File: src/rtl/gray_counter_param.sv
`default_nettype none
// ============================================================================
//  Module      : gray_counter_param
//  Description : Parametrised up/down counter. It keeps a binary count and a
//                registered Gray-code copy of that count, and both update on
//                the same clock edge. Other features: parallel load of a
//                Gray-coded value, wrap or saturate at the ends of the range,
//                a one-cycle wrap pulse, and a terminal-count level flag.
//                The Gray output drives single-bit-change pointers used by
//                clock-domain-crossing and encoder logic.
//  Revision    : 1.0 - initial release
// ----------------------------------------------------------------------------
//  Parameters
//    WIDTH     counter/code width in bits (>= 2)
//    WRAP_EN   1 = modulo 2^WIDTH wrap-around, 0 = saturate at max/min
//  Ports
//    clk        in   1      rising-edge clock
//    rst        in   1      asynchronous assert, active-high reset
//    en         in   1      count enable, one step per cycle while high
//    up_dn      in   1      1 = count up, 0 = count down
//    load       in   1      load load_gray this cycle (overrides en)
//    load_gray  in   WIDTH  Gray-coded load value
//    bin_out    out  WIDTH  registered binary count
//    gray_out   out  WIDTH  registered Gray code of bin_out
//    wrap       out  1      registered pulse on max->0 or 0->max
//    at_limit   out  1      bin_out at the end of the range in the current
//                           direction (combinational)
// ============================================================================
module gray_counter_param #(
  parameter int WIDTH   = 4,
  parameter bit WRAP_EN = 1'b1
) (
  input  logic             clk,
  input  logic             rst,
  input  logic             en,
  input  logic             up_dn,
  input  logic             load,
  input  logic [WIDTH-1:0] load_gray,
  output logic [WIDTH-1:0] bin_out,
  output logic [WIDTH-1:0] gray_out,
  output logic             wrap,
  output logic             at_limit
);

  localparam logic [WIDTH-1:0] C_MAX  = {WIDTH{1'b1}};
  localparam logic [WIDTH-1:0] C_ZERO = {WIDTH{1'b0}};
  localparam logic [WIDTH-1:0] C_ONE  = {{(WIDTH-1){1'b0}}, 1'b1};

  logic [WIDTH-1:0] r_bin;
  logic [WIDTH-1:0] r_gray;
  logic             r_wrap;

  logic [WIDTH-1:0] w_load_bin;
  logic [WIDTH-1:0] w_bin_next;
  logic [WIDTH-1:0] w_gray_next;
  logic             w_wrap_next;
  logic             w_at_max;
  logic             w_at_min;

  // Gray-to-binary conversion of the load value. Each binary bit is the XOR of
  // all Gray bits at or above it. The loop runs from the MSB down, so each
  // iteration reads the bit that the previous iteration wrote.
  always_comb begin
    w_load_bin            = C_ZERO;
    w_load_bin[WIDTH-1]   = load_gray[WIDTH-1];
    for (int i = WIDTH - 2; i >= 0; i--) begin
      w_load_bin[i] = w_load_bin[i+1] ^ load_gray[i];
    end
  end

  assign w_at_max = (r_bin == C_MAX);
  assign w_at_min = (r_bin == C_ZERO);

  // Next-state selection. Priority is load, then en, then hold. At either end
  // of the range the count wraps only when WRAP_EN is set. Otherwise it holds,
  // and no wrap pulse is produced.
  always_comb begin
    w_bin_next  = r_bin;
    w_wrap_next = 1'b0;
    if (load) begin
      w_bin_next = w_load_bin;
    end else if (en) begin
      if (up_dn) begin
        if (!w_at_max) begin
          w_bin_next = r_bin + C_ONE;
        end else if (WRAP_EN) begin
          w_bin_next  = C_ZERO;
          w_wrap_next = 1'b1;
        end
      end else begin
        if (!w_at_min) begin
          w_bin_next = r_bin - C_ONE;
        end else if (WRAP_EN) begin
          w_bin_next  = C_MAX;
          w_wrap_next = 1'b1;
        end
      end
    end
  end

  // The Gray image is computed from the next binary value, not from the
  // current one. This keeps gray_out aligned with bin_out, with no one-cycle
  // lag. A load stores the supplied code directly, and that code is already
  // the Gray image of w_load_bin.
  assign w_gray_next = load ? load_gray : (w_bin_next ^ (w_bin_next >> 1));

  always_ff @(posedge clk or posedge rst) begin
    if (rst) begin
      r_bin  <= C_ZERO;
      r_gray <= C_ZERO;
      r_wrap <= 1'b0;
    end else begin
      r_bin  <= w_bin_next;
      r_gray <= w_gray_next;
      r_wrap <= w_wrap_next;
    end
  end

  assign bin_out  = r_bin;
  assign gray_out = r_gray;
  assign wrap     = r_wrap;

  // at_limit follows up_dn immediately, so a direction change updates it
  // without waiting for a clock edge.
  assign at_limit = up_dn ? w_at_max : w_at_min;

endmodule
`default_nettype wire

File: config.mk
export PLATFORM = sky130hd
export DESIGN_NAME = gray_counter_param
export DESIGN_NICKNAME = d
export VERILOG_FILES = /design/src/rtl/gray_counter_param.sv
export SDC_FILE = /design/constraint.sdc
export NUM_CORES = 1
export LEC_CHECK = 0
export CAP_MARGIN = 40
export CORE_UTILIZATION = 38
export DETAILED_ROUTE_END_ITERATION = 12
export PLACE_DENSITY_LB_ADDON = 0.1
export SYNTH_ARGS = -nofsm -noshare
export SYNTH_HDL_FRONTEND = slang
export SYNTH_SLANG_ARGS = --single-unit
File: constraint.sdc
create_clock -name clk -period 1.8 [get_ports clk]
set_input_delay 0.36 -clock clk [delete_from_list [all_inputs] [get_ports clk]]
set_output_delay 0.36 -clock clk [all_outputs]
set_load 0.005 [all_outputs]
==> run metrics <==
Setup Viol. Count Final=2; power share of the combinational group=approximately 51%; Final Max Slew Viols=0; initial antenna violation count=0; Int Power=545 µW; Tot Pwr=between 700 and 800 µW; Ports=19; Buf/Inv on CP=3; Nets=roughly 110; period utilization=102%; delay-heaviest family, CP=buffers and inverters; Pleak=~0.00042 µW; DRT iter0 DRCs=13; crit end category=output pin; async set or reset register ratio after synthesis=100%; slowest stage delay, CP=roughly 0.38 ns; WL final=~1300 µm; Synth cell types=25; Root Driver=clkbuf_4; Net Sw Frac=31.0%; Clk Latency, worst-skew pair=0.26 ns; Rel. slew slack=roughly four fifths; Final Wtd Congestion=roughly 0.83; failing checks=setup timing; cts bufs inserted=3; unrepaired setup endpoints after global routing=true; Final min period=1.83 ns; area share of the largest cell type after synthesis=a little under two fifths; max_cap viols=0; CTS Buffer Depth=2; clock power share=a little under a fifth; Worst-path clk slew=about 0.060 ns; H-tree levels=1; Vias=about 540; dominant cell type by area after synthesis=dfrtp_1; DR WL/cell=11.2 µm; Cell Pwr Density=between 800 and 900 nW/µm²; Mapped Area=~530 µm²; Cell Rows=13; f_max=roughly 0.55 GHz; Max rail drop VDD=about 0.54 mV; outcome=finished, violations left; grt ovf=0; worst hold path class=in -> async; drt drc=0; PortBufs=18; Register-to-Register Path Depth=7; CP startpoint kind=register; sequential share of the synthesized area=roughly 38%; Critical Path Stages=6; slowest CP cell=dfrtp_1; vias per inst=roughly 4.8; count leader, synth=dfrtp_1; syn nets=68; die boundary height=~40 µm; P_sw=about 240 µW; largest net degree at the start of global routing=10; Post-synth top cells=8 x dfrtp_1, 6 x a21oi_1, 6 x inv_1; post-route ant nets=0; Fin. Hold Viols=0; Crit Path Max Fanout=4; Final WS setup=-0.0314 ns; first-pass GRT wire length=roughly 2100 µm; Gate Count Post-Synth=57; Core ar.=roughly 1300 µm²; hpwl dp=1010 µm; Max Clock Skew=0.000941 ns; area grow syn2layout=73.2%; n_diodes=0; Flop pwr share=~30%; Critical Path RT=approximately 1.4 ns; Horiz. Die Dim=approximately 39 µm; clk sink count=8; WP data arrival=roughly 1.5 ns; vias in the first global route=roughly 450; predominant post-synthesis flop cell=dfrtp_1; all-layer global routing usage=approximately a fifth; CP startpoint=bin_out[1]$_DFF_PP0_; Worst-Margin Slew=between 0.3 and 0.4 ns; synthesis-stage register bit count=8; WS Path Type=reg -> out; Ys Warns=0; Die Area=between 1500 and 2000 µm²; Most common cell on crit path=buf_4; worst r2r src=bin_out[1]$_DFF_PP0_; Initial Util=slightly above 40%; setup slack at placement=-0.209 ns; layout cells sized above 1=around a third; DRT Pass-1 Iters=4; number of flops mapped to enable cells by yosys=0; Hold Slack=0.341 ns; CP Cell Sequence=buf_4 -> ha_2 -> buf_4 -> nand4_1 -> nand2_1 -> dlygate4sd2_1; Mapped Avg Cell Area=9.26 µm²; synth top area cells=dfrtp_1 38%, mux2i_1 7.6%, xnor2_1 6.6%; CTS tree=built
[cell usage in the layout, fill, tap and decap left out, types with 3 or more instances in the layout]
master,Yosys,final
buf_4,1,20
clkdlybuf4s50_1,0,17
dfrtp_1,8,7
a21oi_1,6,6
inv_1,6,5
nor2_1,4,4
xnor2_1,4,4
o21ai_0,4,3
mux2i_1,4,3
nand2_1,3,3
clkbuf_4,0,3
[state kept, by name, summed over array words and instances (netlist names)]
| signal | count |
|---|---|
| bin_out | 4 |
| gray_out | 3 |
| wrap | 1 |
[cell families (layout without fill, tap and decap cells)]
kind of cell,Yosys count,after routing,synth area share (%)
compound gates,17,17,21.3
xor+xnor,5,5,8.29
fa+ha+maj,2,2,4.74
buf+inv,8,48,6.40
flops,8,8,37.9
mux,5,5,9.72
simple gates,12,12,11.6
[area by class of cell]
type	count	area [µm²]
clock buffers	4	26.3
multi-input cells	41	317
well taps	15	18.8
repair buffers	38	329
flip-flops and latches	8	201
inverters	6	22.5
fillers	104	387
[per-stage QoR]
| step | instance area [µm²] | TNS, ns | utilization [%] | cells |
|---|---|---|---|---|
| 2_1_floorplan | 532 | -0.0348 | - | 57 |
| 3_3_place_gp | 855 | -0.543 | 65.7 | 106 |
| 3_5_place_dp | 855 | -0.606 | 65.7 | 106 |
| 4_1_cts | 903 | -0.0714 | 69.4 | 111 |
| 5_1_grt | 915 | -0.279 | 70.3 | 112 |
| 6_report | 915 | -0.0524 | 70.3 | 112 |
[layer usage]
layer,vias up,global-route usage [%],wire length (µm)
li1,282,-,-
met1,240,26.9,604
met3,2,8.52,60
met5,-,0,0
met4,0,5.17,10
met2,13,32.5,577
[power by group through the flow]
stage | registers [µW] | clock network, µW | logic, µW
after detailed placement | 241 | 0 | 379
after CTS | 238 | 156 | 397
after floorplan | 253 | 0 | 153
final | 237 | 150 | 402
after global routing | 243 | 171 | 444
after global placement | 240 | 0 | 375
[worst paths after layout]
check	to	slack, ns
worst max-delay path	at_limit	-0.03
worst min-delay path	gray_out[0]$_DFF_PP0_	0.34
worst max register to register	gray_out[2]$_DFF_PP0_	-0.02
worst min register to register	wrap$_DFF_PP0_	0.78
max in group asynchronous	bin_out[0]$_DFF_PP0_	1.21
min in group clk	gray_out[0]$_DFF_PP0_	0.70
[timing repair]
| action | in CTS | in global routing |
|---|---|---|
| gates resized for setup | 4 | 2 |
| setup buffers | 1 | 1 |
| pin swaps | 2 | 1 |
| hold buffers | 0 | 0 |
| endpoints found under the setup margin | 2 | 3 |
(Power assumes the default switching activity.)
